File: config.mk
export PLATFORM = sky130hd
export DESIGN_NAME = simple_proc_alu_core_flat
export DESIGN_NICKNAME = d
export VERILOG_FILES = /design/src/rtl/simple_proc_alu_core_if.sv /design/src/rtl/simple_proc_alu_core.sv /design/src/flat_wrapper.sv
export SDC_FILE = /design/constraint.sdc
export NUM_CORES = 1
export LEC_CHECK = 0
export ABC_AREA = 1
export CAP_MARGIN = 0
export CORE_MARGIN = 1
export CORE_UTILIZATION = 55
export CTS_CLUSTER_DIAMETER = 30
export DETAILED_ROUTE_END_ITERATION = 6
export GPL_TIMING_DRIVEN = 0
export PLACE_DENSITY = 0.79
export SKIP_LAST_GASP = 1
export SYNTH_ARGS = -nofsm -noshare
export SYNTH_HDL_FRONTEND = slang
export SYNTH_SLANG_ARGS = --single-unit
File: constraint.sdc
create_clock -name clk -period 15.5 [get_ports clk]
set_input_delay 2.325 -clock clk [delete_from_list [all_inputs] [get_ports clk]]
set_output_delay 2.325 -clock clk [all_outputs]
set_load 0.1 [all_outputs]
File: src/rtl/simple_proc_alu_core_if.sv
// Operand/result bundle for simple_proc_alu_core.
// Signals:
//   opcode           4  operation select
//   immediate_offset 7  immediate/offset field, [3:0] is the shift amount
//   operand_1        16 first operand (Rn)
//   operand_2        16 second operand (Rm)
//   result           16 registered result
//   overflow/carry/negative/zero  registered V/C/N/Z flags
// Modports: master drives operands and observes results, slave is the ALU.
interface simple_proc_alu_core_if;
    logic [3:0]  opcode;
    logic [6:0]  immediate_offset;
    logic [15:0] operand_1;
    logic [15:0] operand_2;
    logic [15:0] result;
    logic        overflow;
    logic        carry;
    logic        negative;
    logic        zero;

    modport master (
        output opcode, immediate_offset, operand_1, operand_2,
        input  result, overflow, carry, negative, zero
    );

    modport slave (
        input  opcode, immediate_offset, operand_1, operand_2,
        output result, overflow, carry, negative, zero
    );
endinterface

File: src/rtl/simple_proc_alu_core.sv
// 16-bit registered ALU with sticky N/Z/C/V flags, one-cycle latency,
// accepting a new operation every clock.
// Ports:
//   clk  rising-edge clock
//   rst  synchronous active-high reset, clears result and flags
//   bus  simple_proc_alu_core_if.slave (operands, opcode, immediate, result, flags)
// Build option: define SIMPLE_PROC_ALU_MUL_OVERFLOW_EN to make MUL update V
// from the full signed product; otherwise MUL holds both C and V.
module simple_proc_alu_core (
    input  logic                    clk,
    input  logic                    rst,
    simple_proc_alu_core_if.slave   bus
);
    localparam int unsigned DW = 16;
    localparam int unsigned SW = 4;

    localparam logic [3:0] OP_ADD  = 4'd0;
    localparam logic [3:0] OP_SUB  = 4'd1;
    localparam logic [3:0] OP_MUL  = 4'd2;
    localparam logic [3:0] OP_ORR  = 4'd3;
    localparam logic [3:0] OP_AND  = 4'd4;
    localparam logic [3:0] OP_EOR  = 4'd5;
    localparam logic [3:0] OP_MOVI = 4'd6;
    localparam logic [3:0] OP_MOV  = 4'd7;
    localparam logic [3:0] OP_LSR  = 4'd8;
    localparam logic [3:0] OP_LSL  = 4'd9;
    localparam logic [3:0] OP_ROR  = 4'd10;
    localparam logic [3:0] OP_CMP  = 4'd11;
    localparam logic [3:0] OP_ADR  = 4'd12;

    logic [DW-1:0] result_q, result_d;
    logic          overflow_q, overflow_d;
    logic          carry_q, carry_d;
    logic          negative_q, negative_d;
    logic          zero_q, zero_d;

    logic [DW-1:0] a, b;
    logic [SW-1:0] sh;
    logic [DW:0]   sum_c;
    logic [DW:0]   diff_c;
    logic          sub_v_c;
    logic [DW-1:0] imm_c;
    logic [DW-1:0] mul_c;

    assign a     = bus.operand_1;
    assign b     = bus.operand_2;
    assign sh    = bus.immediate_offset[SW-1:0];
    assign imm_c = DW'(bus.immediate_offset);

    // 17-bit add/subtract expose carry-out and borrow in bit 16
    assign sum_c   = {1'b0, a} + {1'b0, b};
    assign diff_c  = {1'b0, a} - {1'b0, b};
    assign sub_v_c = (a[DW-1] != b[DW-1]) && (diff_c[DW-1] != a[DW-1]);

`ifdef SIMPLE_PROC_ALU_MUL_OVERFLOW_EN
    logic signed [2*DW-1:0] prod_c;
    logic                   mul_v_c;

    assign prod_c  = (2*DW)'($signed(a)) * (2*DW)'($signed(b));
    assign mul_c   = prod_c[DW-1:0];
    // Product fits in 16 signed bits iff bits [31:15] are all equal
    assign mul_v_c = !((&prod_c[2*DW-1:DW-1]) || !(|prod_c[2*DW-1:DW-1]));
`else
    // Low half of a product is identical for signed and unsigned operands
    assign mul_c = a * b;
`endif

    // Next result and flags per opcode; flags hold unless the opcode sets them
    always_comb begin
        result_d   = '0;
        overflow_d = overflow_q;
        carry_d    = carry_q;
        negative_d = negative_q;
        zero_d     = zero_q;

        unique case (bus.opcode)
            OP_ADD: begin
                result_d   = sum_c[DW-1:0];
                carry_d    = sum_c[DW];
                overflow_d = (a[DW-1] == b[DW-1]) && (sum_c[DW-1] != a[DW-1]);
                negative_d = sum_c[DW-1];
                zero_d     = (sum_c[DW-1:0] == '0);
            end
            OP_SUB, OP_CMP: begin
                // CMP writes 0 but flags come from the subtraction
                result_d   = (bus.opcode == OP_SUB) ? diff_c[DW-1:0] : '0;
                carry_d    = ~diff_c[DW];
                overflow_d = sub_v_c;
                negative_d = diff_c[DW-1];
                zero_d     = (diff_c[DW-1:0] == '0);
            end
            OP_MUL: begin
                result_d   = mul_c;
                negative_d = mul_c[DW-1];
                zero_d     = (mul_c == '0);
`ifdef SIMPLE_PROC_ALU_MUL_OVERFLOW_EN
                overflow_d = mul_v_c;
`endif
            end
            OP_ORR:  result_d = a | b;
            OP_AND:  result_d = a & b;
            OP_EOR:  result_d = a ^ b;
            OP_MOVI: result_d = imm_c;
            OP_MOV:  result_d = a;
            OP_LSR:  result_d = a >> sh;
            OP_LSL:  result_d = a << sh;
            // Left term vanishes for sh=0 since a 16-bit value shifted by 16 is 0
            OP_ROR:  result_d = (a >> sh) | (a << (5'(DW) - 5'(sh)));
            OP_ADR:  result_d = imm_c;
            default: result_d = '0;
        endcase
    end

    // Result and flag registers
    always_ff @(posedge clk) begin
        if (rst) begin
            result_q   <= '0;
            overflow_q <= 1'b0;
            carry_q    <= 1'b0;
            negative_q <= 1'b0;
            zero_q     <= 1'b0;
        end else begin
            result_q   <= result_d;
            overflow_q <= overflow_d;
            carry_q    <= carry_d;
            negative_q <= negative_d;
            zero_q     <= zero_d;
        end
    end

    assign bus.result   = result_q;
    assign bus.overflow = overflow_q;
    assign bus.carry    = carry_q;
    assign bus.negative = negative_q;
    assign bus.zero     = zero_q;
endmodule

File: src/flat_wrapper.sv
// flat-port wrapper written by rule: the top's interface ports become plain ports
module simple_proc_alu_core_flat 
  (clk, rst, bus_opcode, bus_immediate_offset, bus_operand_1, bus_operand_2, bus_result, bus_overflow, bus_carry, bus_negative, bus_zero);
  simple_proc_alu_core_if bus_i ();
  input  logic clk;
  input  logic rst;
  input wire logic [$bits(bus_i.opcode)-1:0] bus_opcode;
  input wire logic [$bits(bus_i.immediate_offset)-1:0] bus_immediate_offset;
  input wire logic [$bits(bus_i.operand_1)-1:0] bus_operand_1;
  input wire logic [$bits(bus_i.operand_2)-1:0] bus_operand_2;
  output wire logic [$bits(bus_i.result)-1:0] bus_result;
  output wire logic [$bits(bus_i.overflow)-1:0] bus_overflow;
  output wire logic [$bits(bus_i.carry)-1:0] bus_carry;
  output wire logic [$bits(bus_i.negative)-1:0] bus_negative;
  output wire logic [$bits(bus_i.zero)-1:0] bus_zero;
  assign bus_i.opcode = bus_opcode;
  assign bus_i.immediate_offset = bus_immediate_offset;
  assign bus_i.operand_1 = bus_operand_1;
  assign bus_i.operand_2 = bus_operand_2;
  assign bus_result = bus_i.result;
  assign bus_overflow = bus_i.overflow;
  assign bus_carry = bus_i.carry;
  assign bus_negative = bus_i.negative;
  assign bus_zero = bus_i.zero;
  simple_proc_alu_core u_core (.clk(clk), .rst(rst), .bus(bus_i));
endmodule
==> impl_metrics.ini <==
[detailed_routing]
wl_met1_um = 15100
routedWlPerCell_um = 19.7
first_pass_iters = 7
ant_nets = 0
met2_length_um = 15600
met3WireLength_um = 4770
vias = 10900
first_iter_violations = 1341
routed_via_density = 5.84
routed_wl_um = 36900
routed.top_layer = met4
drc = 1

[cts]
cts_tree = yes
cts.repair.resized = 0
cts_htree_levels = 1
post_cts_buffers = 0
root_buffer = clkbuf_16
postCtsHoldBufs = 0
clk_pin_slew_ns = 0.06
cts_buffer_depth = 2
clock_latency_ns = 0.25
clock-sinks = 20
numCtsBuffers = 3

[synthesis]
ys_warn_count = 0
async_reset_ff_share_pct = 0
synth_cells = 1581
ys_ff_latch = 20
synthFlopType = dfxtp_1
syn-num-nets = 1807
yosysSeqAreaShare_pct = 4.11
post-synth-top-area-fraction_pct = 16.7
synth_edf_count = 0
synthTopCellsByArea = fa_1 17%, nand2_1 16%, ha_1 13%, inv_1 12%, dfxtp_1 4.1%
post_synth.cell_area_avg_um2 = 6.16
ys_types = 66
syn-cell-area_mm2 = 0.00973
synth.largest_area_cell = fa_1

[sta]
rsz0062_at_grt = false
drv_slew = 0
finalCritPeriodShare_pct = 56.6
hold_ws_ns = 0.508
fmax_ghz = 0.114
maxSlewHeadroom_pct = 32.0
clock-skew-final_ns = 0
tightestPinTransition_ns = 1.02
setup_viol = 0
finalHoldViolations = 0
fin_crit_ns = 8.78
finalSetupTns_ns = 0

[final_layout]
fin_cells = 1871
final_common_cell = nand2_1
final_cell_mix = 412 x nand2_1, 308 x inv_1, 100 x ha_1
final_core_util_pct = 62.0
diodes = 0
layout.nets = 1873
layout-drive-gt1-share_pct = 8.44
design_area_mm2 = 0.0107
area_delta_synth_final_pct = 10.2

[grt]
grt_start_max_net_pins = 13
antenna_found_initial = 0
grt-ovfl-total = 0
grt_pass1_wl_um = 56900
grt.total_usage_pct = 41.4
grt_pass1_vias = 10400

[die]
core_area_mm2 = 0.0173
io_pins = 65
rows = 48
die-area_mm2 = 0.0182
die_y_um = 135
die_x_um = 135
start_util_pct = 56.3

[placement]
numPortBuffers = 61
finalWeightedCongestion = 1.05
postPlaceCellArea_mm2 = 0.0106
dpl.hpwl_um = 30900
dp_cells = 1867

[hold_path]
min_path_type = flop to flop
min_path_cells = 2

[setup_path]
worstPathArrival_ns = 8.94
start_kind = input pin
setup.worst_path.end_class = flop
r2r_cells = 3
required_ns = 15.66
path_class = input pin to flop
critical_path.max_fanout = 10

[flow_run]
drv_cap = 0

[power_and_ir_drop]
powerDensity_mw_per_mm2 = 128
vdd_ir_drop_max_uv = 436
p_leak_uw = 0.00591

[outcome]
status = complete, but fails checks
violations = design-rule violations
## registers in the layout (all words and copies together) (netlist names)
register and flops:
u_core.bus.result 16, u_core.bus.overflow 1, u_core.bus.negative 1, u_core.bus.carry 1, u_core.bus.zero 1
## path summary, 6_finish.rpt
| kind | startpoint | endpoint | slack (ns) |
|---|---|---|---|
| worst max-delay path | bus_operand_2[1] | u_core.bus.zero | 6.72 |
| worst min-delay path | u_core.bus.overflow | u_core.bus.overflow | 0.51 |
| worst max register to register | u_core.bus.negative | u_core.bus.negative | 14.77 |
| worst min register to register | u_core.bus.overflow | u_core.bus.overflow | 0.51 |
## kinds of logic (layout without fill, tap and decap cells)
logic type | after synthesis | after routing | share of synthesized area, %
DFF | 20 | 20 | 4.11
and+or+nand+nor | 675 | 675 | 29.7
buffers and inverters | 411 | 476 | 16.8
xor gates and xnor gates | 32 | 32 | 3.03
AOI/OAI and AO/OA | 259 | 259 | 16.6
adders and majority gates | 181 | 181 | 29.5
muxes | 3 | 3 | 0.308
## cell usage after synthesis (24+ instances only)
cell and instances:
nand3_1 77, ha_1 100, inv_2 34, o21ai_1 32, a21oi_1 54, o21ai_0 62, clkbuf_1 24, buf_2 26
nand2_2 25, nor2_1 98, inv_1 308, fa_1 81, nand2_1 412, o22ai_1 25
## final cells by class
cell class / count / area [µm²]
Multi-Input combinational cell: 1150 / 7700
Buffer: 66 / 342
Timing Repair Buffer: 61 / 611
Sequential cell: 20 / 400
Fill cell: 1673 / 6570
Tap cell: 225 / 282
Clock buffer: 3 / 75.1
Inverter: 345 / 1290
Clock inverter: 1 / 30.0
## critical path, cell delays in order
cell	delay, ns
clkdlybuf4s50_1	0.66
buf_2	0.27
clkbuf_1	0.45
nand2_1	0.15
fa_1	0.53
fa_1	0.58
fa_1	0.45
fa_1	0.55
inv_1	0.05
fa_1	0.48
inv_1	0.05
fa_1	0.50
inv_1	0.07
ha_1	0.35
nand2_1	0.10
inv_1	0.08
nand3_1	0.09
o311ai_0	0.60
nand3_2	0.18
nand4_1	0.19
nand4_1	0.12
nand2_1	0.08
inv_1	0.03
## per-layer routing
metal | up-vias | GRT usage [%]
met5 | - | 0
met4 | 0 | 14.7
met3 | 106 | 8.60
met2 | 759 | 62.1
met1 | 4975 | 58.3
li1 | 5095 | -
## per-stage QoR
| step | power (µW) | worst slack [ns] |
|---|---|---|
| 2_1_floorplan | 894 | 7.99 |
| 3_3_place_gp | 1250 | 6.50 |
| 3_5_place_dp | 1280 | 6.44 |
| 4_1_cts | 1360 | 6.70 |
| 5_1_grt | 1520 | 6.33 |
| 6_report | 1370 | 6.72 |
## where the power goes
| group | total [µW] | switching [µW] | internal, µW |
|---|---|---|---|
| registers | 60.4 | 1.92 | 58.5 |
| logic | 1240 | 848 | 394 |
| clock network | 71.2 | 20.0 | 51.2 |
| total | 1370 | 870 | 504 |
Note: power is estimated with default switching activity, not from simulation.
